===== src/rtl/lsu_mem_master.sv =====
// Load/store initiator for a word-wide data memory with a single write enable.
// Accepts one RV32I load/store at a time. Loads are byte/half extracted and
// extended. SB/SH are read-modify-write because the memory has no byte enables.
// Misaligned, out-of-range and illegal-funct3 requests return an error response
// without touching memory.
module lsu_mem_master #(
    parameter logic [31:0] MEM_BASE  = 32'h1001_0000,
    parameter int unsigned MEM_BYTES = 4096
) (
    input  logic        clk,
    input  logic        rstn,
    input  logic        req_valid,
    output logic        req_ready,
    input  logic        req_we,
    input  logic [2:0]  req_funct3,
    input  logic [31:0] req_addr,
    input  logic [31:0] req_wdata,
    output logic        rsp_valid,
    output logic [31:0] rsp_rdata,
    output logic        rsp_err,
    output logic [31:0] mem_addr,
    output logic [31:0] mem_wdata,
    output logic        mem_wr_en,
    input  logic [31:0] mem_rdata
);

    localparam logic [2:0] S_IDLE   = 3'd0;
    localparam logic [2:0] S_LOAD   = 3'd1;
    localparam logic [2:0] S_RMW_RD = 3'd2;
    localparam logic [2:0] S_WRITE  = 3'd3;
    localparam logic [2:0] S_RESP   = 3'd4;

    logic [2:0]  state_q, state_d;
    logic [1:0]  off_q, off_d;          // byte offset within the word
    logic [2:0]  funct3_q, funct3_d;
    logic [15:0] wdata_q, wdata_d;      // only the low half is ever merged
    logic [31:0] mem_addr_q, mem_addr_d;
    logic [31:0] mem_wdata_q, mem_wdata_d;
    logic [31:0] rsp_rdata_q, rsp_rdata_d;
    logic        rsp_err_q, rsp_err_d;

    // Decide whether a request is rejected: bad funct3, misaligned, or outside memory.
    function automatic logic req_error(input logic we, input logic [2:0] f3, input logic [31:0] a);
        logic        bad_f3;
        logic        misal;
        logic [31:0] offset;
        if (we) bad_f3 = f3[2] || (f3[1:0] == 2'b11);
        else    bad_f3 = (f3 == 3'b011) || (f3[2:1] == 2'b11);
        misal  = ((f3[1:0] == 2'b01) && a[0]) ||
                 ((f3[1:0] == 2'b10) && (a[1:0] != 2'b00));
        // Unsigned wrap makes addresses below MEM_BASE look huge, so one compare covers both ends.
        offset = a - MEM_BASE;
        return bad_f3 || misal || (offset >= MEM_BYTES);
    endfunction

    // Little-endian byte/half select followed by sign or zero extension.
    function automatic logic [31:0] load_ext(input logic [31:0] w, input logic [1:0] off, input logic [2:0] f3);
        logic [7:0]  b;
        logic [15:0] h;
        logic [31:0] r;
        b = w[{off, 3'b000} +: 8];
        h = off[1] ? w[31:16] : w[15:0];
        case (f3[1:0])
            2'b00:   r = f3[2] ? {24'h0, b} : {{24{b[7]}}, b};
            2'b01:   r = f3[2] ? {16'h0, h} : {{16{h[15]}}, h};
            default: r = w;
        endcase
        return r;
    endfunction

    // Replace one byte or half lane of the read word with the store data.
    function automatic logic [31:0] merge(input logic [31:0] w, input logic [1:0] off, input logic half,
                                          input logic [15:0] d);
        logic [31:0] r;
        r = w;
        if (!half)       r[{off, 3'b000} +: 8] = d[7:0];
        else if (off[1]) r[31:16] = d;
        else             r[15:0]  = d;
        return r;
    endfunction

    // Next-state and datapath register updates for the request sequencer.
    always_comb begin
        state_d     = state_q;
        off_d       = off_q;
        funct3_d    = funct3_q;
        wdata_d     = wdata_q;
        mem_addr_d  = mem_addr_q;
        mem_wdata_d = mem_wdata_q;
        rsp_rdata_d = rsp_rdata_q;
        rsp_err_d   = rsp_err_q;
        case (state_q)
            S_IDLE: begin
                if (req_valid) begin
                    off_d       = req_addr[1:0];
                    funct3_d    = req_funct3;
                    wdata_d     = req_wdata[15:0];
                    rsp_rdata_d = 32'h0;
                    rsp_err_d   = req_error(req_we, req_funct3, req_addr);
                    if (rsp_err_d) begin
                        state_d = S_RESP;
                    end else begin
                        mem_addr_d = {req_addr[31:2], 2'b00};
                        if (!req_we) begin
                            state_d = S_LOAD;
                        end else if (req_funct3[1:0] == 2'b10) begin
                            mem_wdata_d = req_wdata;
                            state_d     = S_WRITE;
                        end else begin
                            state_d = S_RMW_RD;
                        end
                    end
                end
            end
            S_LOAD: begin
                rsp_rdata_d = load_ext(mem_rdata, off_q, funct3_q);
                state_d     = S_RESP;
            end
            S_RMW_RD: begin
                mem_wdata_d = merge(mem_rdata, off_q, funct3_q[0], wdata_q);
                state_d     = S_WRITE;
            end
            S_WRITE: state_d = S_RESP;
            S_RESP:  state_d = S_IDLE;
            default: state_d = S_IDLE;
        endcase
    end

    // State and captured-request registers; reset aborts any operation in flight.
    always_ff @(posedge clk or negedge rstn) begin
        if (!rstn) begin
            state_q     <= S_IDLE;
            off_q       <= 2'b00;
            funct3_q    <= 3'b000;
            wdata_q     <= 16'h0;
            mem_addr_q  <= 32'h0;
            mem_wdata_q <= 32'h0;
            rsp_rdata_q <= 32'h0;
            rsp_err_q   <= 1'b0;
        end else begin
            state_q     <= state_d;
            off_q       <= off_d;
            funct3_q    <= funct3_d;
            wdata_q     <= wdata_d;
            mem_addr_q  <= mem_addr_d;
            mem_wdata_q <= mem_wdata_d;
            rsp_rdata_q <= rsp_rdata_d;
            rsp_err_q   <= rsp_err_d;
        end
    end

    // Handshake and write enable are state decodes, so reset drops them asynchronously.
    assign req_ready = (state_q == S_IDLE);
    assign rsp_valid = (state_q == S_RESP);
    assign mem_wr_en = (state_q == S_WRITE);
    assign rsp_rdata = rsp_rdata_q;
    assign rsp_err   = rsp_err_q;
    assign mem_addr  = mem_addr_q;
    assign mem_wdata = mem_wdata_q;

endmodule


===== config.mk =====
export PLATFORM = sky130hd
export DESIGN_NAME = lsu_mem_master
export DESIGN_NICKNAME = d
export VERILOG_FILES = /design/src/rtl/lsu_mem_master.sv
export SDC_FILE = /design/constraint.sdc
export NUM_CORES = 1
export LEC_CHECK = 0
export ABC_AREA = 1
export CORE_AREA = 3 3 129 131
export DETAILED_ROUTE_END_ITERATION = 6
export DIE_AREA = 0 0 132 134
export MAX_ROUTING_LAYER = met4
export PLACE_DENSITY_LB_ADDON = 0.05
export SYNTH_ARGS = -nofsm -noshare
export SYNTH_HDL_FRONTEND = slang
export SYNTH_SLANG_ARGS = --single-unit

===== constraint.sdc =====
create_clock -name clk -period 2.5 [get_ports clk]
set_clock_uncertainty 0.1 [all_clocks]
set_input_delay 0.375 -clock clk [delete_from_list [all_inputs] [get_ports clk]]
set_output_delay 0.375 -clock clk [all_outputs]
set_load 0.05 [all_outputs]

# == After elaboration in Yosys (flattened, before gate mapping) ==
# Cells that the tools add are included.
# totals
wordCells,69
reg_bits,119
inputBits,103
output_inout_bits,100
# op_classes
shifts,3
muxes,23
n_bitwise,1
order_cmp,1
addsub,2
n_reduce_logical,17
eq_ne,14
# op_table
operator,n
$mux 32,8
$pmux 32 s2,3
$mux 16,3
$bwmux 32,1
$ge 32x13->1 const B,1
$shift 8x7->32 const A,1
$shiftx 32x6->8,1
$shiftx 8x7->32,1
$sub 32x29->32 const B,1
$eq 3x2->1 const B,3
$pmux 3 s3,1
$neg 5->7,1
$eq 2x2->1 const B,3
$mux 3,2
$reduce_bool 2->1,3
$logic_or 1x1->1,5
$reduce_and 5->1,1
$eq 2x1->1 const B,2
$mux 1,4
$ne 2x1->1 const B,2
$ne 2x2->1 const B,2
$reduce_and 2->1,2
$eq 3x1->1 const B,1
$eq 3x3->1 const B,1
7 further kinds,8

# == Longest topological paths before layout ==
# Gate-level depths: netlist of run 1.
# logic_depth
word_depth,10
mapped_depth,14
ltp_nobuf,13

# == Least setup slack after synthesis of run 1 ==
# Ideal clock, no wire load.
# synth_path
kind,register to register
startpoint,reg off_q[1]
endpoint,reg mem_wdata_q[0] (netlist: mem_wdata[0])
slack_ns,0.318
stages_incl_launch_ff,11
n_path_buf,2
setup_time_ns,0.066
arrival_ns,2.016
period_less_slack_ns,2.182
cell_sequence,dfrtp_1 > inv_2 > clkbuf_1 > ha_1 > clkbuf_1 > nand4_1 > o22ai_1 > nand2_1 > a31oi_1 > nand3_1 > nand2_1
# synth_via
elab_chain_len,5
elab_cells_between_ends,7
cone_classes,1 x add/sub; 2 x shift; 4 x mux
# synth_rtl
element,line_no,text
start: declaration,34,"logic [1:0] off_q, off_d;"
start signal: assignment,133,off_q <= 2'b00;
start signal: assignment,142,off_q <= off_d;
$neg 5->7,76,"if (!half) r[{off, 3'b000} +: 8] = d[7:0];"
$shiftx 8x7->32 / $shift 8x7->32 (equally long branches),76,
$bwmux 32,76,
$mux 32 (*),76,
$pmux 32 s2 (*),92,case (state_q)
end signal: assignment,146,mem_wdata_q <= mem_wdata_d;
end: declaration,38,"logic [31:0] mem_wdata_q, mem_wdata_d;"
# Every way passes the cells marked *; elsewhere a longest branch is shown, timed or not.
# A chain may end at the register's enable or synchronous reset.

# == Worst setup path in the final report of run 1 ==
# layout_path
startpoint,reg state_q[1]
endpoint,out mem_wr_en
# layout_via
elab_chain_len,1
# layout_rtl
element,line_no,text
start: declaration,33,"logic [2:0] state_q, state_d;"
start signal: assignment,141,state_q <= state_d;
$eq 3x2->1,155,assign mem_wr_en = (state_q == S_WRITE);
end: declaration,23,"output logic mem_wr_en,"
# No other way between the ends.

==> flow_summary.toml, run 1 <==
[routing]
routed_wl_um = 21680
drc = 0
detail_route.wl_per_cell_um = 16.15
dr.first_iter.drc_count = 623
dr.pass1.iters = 5
num_vias = 6870
ant_nets = 0
routed_via_density = 5.115

[setup_path]
r2r_end = "rsp_rdata[9]"
r2r_slack_ns = 0.22
reg2reg_from = "off_q[1]"
crit_type = "reg -> out"
cp_slowest_cell = "clkdlybuf4s50_1"
worstSetupEndpointType = "output port"
cpPeakStageDelay_ns = 0.80
startpoint = "state_q[1]"
path_delay_family = "buffers and inverters"
crit_required_ns = 2.03
path_buf_inv = 1
cp_cell_sequence = "nand2_1 > nor2_1 > clkdlybuf4s50_1"
cp-start-kind = "flip-flop"
worstPathMaxFanout = 6
r2r_cells = 8
cp.arrival_ns = 1.88

[hold_path]
hold_end = "mem_addr[28]"
min_path_cells = 1
min_from = "mem_addr[28]"
min_path_type = "reg -> reg"

[timing]
finalMaxSlewViolations = 0
fin_ws_ns = 0.1442
finalHoldViolCount = 0
period_needed_ns = 2.356
relSlewSlack_pct = 56.00
tightest_slew_ns = 0.6600
rsz0062_at_grt = "false"
fmax_ghz = 0.4245
post-route-period-util_pct = 94.23
setup_viol = 0

[die]
dieHeight_um = 134
start_util_pct = 42.43
num_rows = 46
coreArea_um2 = 15710
die_w_um = 132
ios = 203
die-area_um2 = 17690

[status]
status = "finished clean"

[yosys]
synth_sequential_area_ratio_pct = 44.67
syn-instance-count = 920
syn-cell-area_um2 = 6666
yosys_warnings = 0
synth_area_leaders = "dfrtp_1 (45%), nand2_1 (14%), o21ai_0 (7.2%), inv_1 (6.2%), nand3_1 (4.6%)"
synth_cell_types = 36
ys_ff_latch = 119
synth_top_area_share_pct = 44.67
yosys.area.top_type = "dfrtp_1"
syn_area_per_cell_um2 = 7.246

[power]
vdd_drop_max_mv = 0.5406
p_sw_share_pct = 44.36
p_clk_share_pct = 24.8
p_switching_w = 0.004297
p_seq_share_pct = 27.7
p_int_w = 0.005390
pwr-share-comb_pct = 47.5
powerDensity_nw_per_um2 = 1016
leakage_nw = 4.409

[place]
place_hpwl_um = 16060
gp_congestion = 0.9483
port_buffers = 200
place_ws_ns = -0.03026
placed_cell_area_um2 = 8937

[layout]
most-common-layout-cells = "nand2_1 (242), clkdlybuf4s50_1 (197), dfrtp_1 (119)"
drive_gt1_share_pct = 7.365
nFillCells = 1489
area_growth_pct = 43.09
final_common_cell = "nand2_1"
final_nets = 1224
antennaDiodeCount = 0
fin_area_um2 = 9539

[clock_network]
numClockSinks = 119
cts_root_buffer = "clkbuf_16"
clk_latency_ns = 0.42
cts-htree-levels = 4
numCtsBuffers = 17
clkTransAtPathRegs_ns = 0.06
cts_tree = "done"
cts_buffer_depth = 2

[global_routing]
grt_pass1_vias = 6536
overflow = 0
grt_antenna_before_repair = 0
grt_max_degree = 120
grt_use_total_pct = 25.24
grt_pass1_wl_um = 34140

[job]
drv_cap = 0
==> cell type report <==
| class | count | area [µm²] | share of cell area [%] |
|---|---|---|---|
| Multi-Input combinational cell | 632 | 3005 | 31.51 |
| Clock inverter | 8 | 97.59 | 1.023 |
| Inverter | 117 | 439.2 | 4.604 |
| Timing Repair Buffer | 229 | 2265 | 23.74 |
| Sequential cell | 119 | 2978 | 31.22 |
| Clock buffer | 22 | 484.2 | 5.076 |
| Tap cell | 216 | 270.3 | 2.833 |
==> through the flow <==
stage / TNS (ns) / util (%) / power (W) / hold WS, ns / std cells
final: 0 / 60.71 / 0.009688 / 0.3619 / 1343
after floorplan: 0 / - / 0.005653 / -0.02059 / 921
after CTS: 0 / 60.65 / 0.009667 / 0.3706 / 1343
after detailed placement: -0.2664 / 56.88 / 0.007236 / 0.3547 / 1312
after global routing: 0 / 60.71 / 0.01024 / 0.3904 / 1343
after global placement: 0 / 56.88 / 0.007216 / 0.3497 / 1312
==> worst reg2reg max path, cell delays in order (launching register included) <==
cell	delay (ns)
dfrtp_1	0.36
buf_4	0.42
o21ai_0	0.22
a22oi_1	0.32
nor2_1	0.11
nor2_2	0.29
nand2_1	0.09
nand3_1	0.13
o21ai_0	0.12
==> worst max-delay path by stage <==
stage	to	slack, ns	cells past startpoint
floorplan	mem_wdata[0]	0.32	10
global placement	mem_wdata[22]	0.05	13
detailed placement	mem_wdata[6]	-0.03	13
CTS	mem_wr_en	0.12	3
global route	mem_wr_en	0.05	3
finish	mem_wr_en	0.14	3
==> logic make-up (layout without fill, tap and decap cells) <==
| family | count (synthesis) | in the layout | share of synthesized area, % |
|---|---|---|---|
| compound gates | 223 | 223 | 18.90 |
| flops | 119 | 119 | 44.67 |
| buf+inv | 170 | 376 | 10.45 |
| other cells | 1 | 2 | 0.05625 |
| simple gates | 402 | 402 | 24.98 |
| fa+ha+maj | 5 | 5 | 0.9384 |
==> per-layer routing <==
| metal | global-route usage (%) | part of all wire (%) |
|---|---|---|
| met3 | 5.326 | 6.3 |
| met2 | 41.82 | 49 |
| met5 | - | 0 |
| met1 | 31.03 | 42 |
| met4 | 8.285 | 2.4 |
==> flip-flops by register name, indices dropped and copies added (netlist names) <==
name and flops:
state_q 3, mem_addr 30, off_q 2, mem_wdata 32
funct3_q 3, rsp_rdata 32, wdata_q 16, rsp_err 1
==> synthesized netlist by cell type (all sizes together) <==
cell type and number:
clkbuf 34, o41ai 1, nand2 244, o21a 1, o22ai 40, buf 19
a41oi 1, nor3 1, inv 115, a21oi 54, or2 5, o31ai 1
nand4 1, conb 1, nand3 62, dfrtp 119, nor2 88, o21ai 97
a22oi 2, o221ai 7, a31oi 16, clkinv 2, and2 1, ha 5
a211oi 3
==> timing repair <==
action | CTS | global route
buffers inserted | 0 | 0
endpoints found under the hold margin | 84 | 0
hold buffers | 1 | 0
endpoints found under the setup margin | 0 | 18
resized for setup | 0 | 3
==> power by group through the flow <==
stage	logic, W	registers, W	clock network (W)
global placement	0.00451	0.00271	0
global route	0.00498	0.00274	0.00252
CTS	0.00455	0.00268	0.00244
detailed placement	0.00453	0.00271	0
finish	0.00460	0.00268	0.00241
floorplan	0.00213	0.00352	0
Power figures use the tool's default switching activity.
==> run 2: changes to the inputs <==
--- a/config.mk
+++ b/config.mk
@@ -13,2 +13,3 @@
 export PLACE_DENSITY_LB_ADDON = 0.05
+export SLEW_MARGIN = 25
 export SYNTH_ARGS = -nofsm -noshare
--- a/constraint.sdc
+++ b/constraint.sdc
@@ -4,2 +4,2 @@
 set_output_delay 0.375 -clock clk [all_outputs]
-set_load 0.05 [all_outputs]
+set_load 0.1 [all_outputs]
==> run 2 against run 1 <==
  * Sequential share of layout area rose by 0.58 points
  * Non-clock buffer count up 5
  * Die area did not move
  * First-iteration DRC count down 15%
  * Critical path depth is 3 higher
  * Wire length is 0.70% lower
  * Utilization fell by 1.1 points
  * Combinational power increased by 21%
==> flow_summary.toml, run 2 (same netlist as run 1, synthesis figures left out) <==
[timing]
tightest_slew_ns = 0.6785
fmax_ghz = 0.4498
period_needed_ns = 2.223
fin_ws_ns = 0.2767
finalHoldViolCount = 0
rsz0062_at_grt = "false"
finalMaxSlewViolations = 0
relSlewSlack_pct = 54.72
setup_viol = 0
post-route-period-util_pct = 88.93

[clock_network]
cts_tree = "done"
clkTransAtPathRegs_ns = 0.06
numClockSinks = 119
numCtsBuffers = 17
clk_latency_ns = 0.42
cts-htree-levels = 4
cts_resized = 0
cts_root_buffer = "clkbuf_16"
cts_buffer_depth = 2

[power]
leakage_nw = 4.567
p_total_w = 0.01068
powerDensity_nw_per_um2 = 1140
vdd_drop_max_mv = 0.8546

[setup_path]
r2r_cells = 6
worstPathMaxFanout = 34
crit_type = "reg -> reg"
reg2reg_from = "off_q[1]"
cp-start-kind = "flip-flop"
worstSetupEndpointType = "flip-flop"
r2r_end = "rsp_rdata[17]"
cp.arrival_ns = 2.39
cpPeakStageDelay_ns = 0.54
cp_cell_sequence = "buf_4 > o21ai_0 > a22oi_1 > a21oi_1 > nor2_2 > o22ai_1"
crit_required_ns = 2.66
cp_slowest_cell = "nor2_2"
r2r_slack_ns = 0.28

[die]
coreArea_um2 = 15710
die_w_um = 132
num_rows = 46
dieHeight_um = 134
ios = 203
die-area_um2 = 17690
start_util_pct = 42.43

[place]
gp_congestion = 0.9803
port_buffers = 200
placed_cell_area_um2 = 8765
place_hpwl_um = 16460
place_ws_ns = -0.04253

[layout]
fin_area_um2 = 9364
area_growth_pct = 40.47
final_common_cell = "nand2_1"
antennaDiodeCount = 0
final_nets = 1229
drive_gt1_share_pct = 16.49
utilization_pct = 59.60
most-common-layout-cells = "nand2_1 (242), buf_4 (126), dfrtp_1 (119)"

[global_routing]
overflow = 0
grt_pass1_vias = 6513
grt_pass1_wl_um = 34480
grt_use_total_pct = 25.31
grt_antenna_before_repair = 0
grt_max_degree = 72

[hold_path]
min_path_type = "in -> async"

[routing]
ant_nets = 0
drc = 0
detail_route.wl_per_cell_um = 15.95
routed_wl_um = 21530
dr.first_iter.drc_count = 529
num_vias = 6867
dr.pass1.iters = 5
routed_via_density = 5.087

[status]
status = "finished clean"

[job]
drv_cap = 0
==> run 2: changes by cell type in the layout (fill, tap and decap cells not counted), moves of 2 or more <==
cell and change:
clkdlybuf4s50_1 -96, clkbuf_8 -3, buf_12 +2, inv_6 +2, buf_4 +99, clkinv_4 +4
==> run 2: what timing repair did <==
item	in CTS	in global routing
buffers inserted	0	0
hold buffers	1	0
endpoints found under the hold margin	119	0
==> run 2: worst max path at each step <==
stage / from / end / slack, ns / cells past startpoint
global route: off_q[1] / mem_wdata[29] / 0.09 / 9
floorplan: state_q[1] / mem_wr_en / 0.24 / 2
global placement: req_addr[17] / mem_wdata[30] / 0.05 / 13
finish: off_q[1] / rsp_rdata[17] / 0.28 / 6
detailed placement: req_addr[17] / mem_wdata[15] / -0.04 / 13
CTS: off_q[1] / rsp_rdata[17] / 0.32 / 6
==> run 2: power by group <==
group	total, W	leakage [nW]	internal, W	switching (W)
registers	0.00268	1.46	0.00236	0.000324
logic	0.00557	2.82	0.00144	0.00413
clock network	0.00243	0.283	0.00150	0.000931
total	0.0107	4.57	0.00529	0.00538
==> run 2: routing by layer <==
metal / share of wire, % / track usage (%)
met4: 2.0 / 7.935
met3: 6.4 / 4.876
met2: 49 / 41.51
met5: 0 / -
met1: 42 / 31.94
==> run 2: cell type report <==
type                       instances  area (µm²)
timing repair buffer             234        2087
clock inverter                    14       150.1
multi-input combinational        632        3000
clock buffer                      18       439.2
inverter                         117       439.2
tap                              216       270.3
sequential                       119        2978
fill                            1510        6349
==> run 2: critical path: cells and delay by family, from the launching register on <==
kind	cells	cell delay (ns)
buf+inv	1	0.31
simple gates	1	0.54
compound gates	4	0.75
flops	1	0.35
==> run 2: through the flow <==
step           hold WS [ns]  cells  setup TNS [ns]
3_5_place_dp         0.1047   1317         -0.5586
3_3_place_gp         0.1064   1317               0
4_1_cts              0.2115   1350               0
2_1_floorplan      -0.02059    921               0
5_1_grt              0.2268   1350               0
6_report             0.2188   1350               0
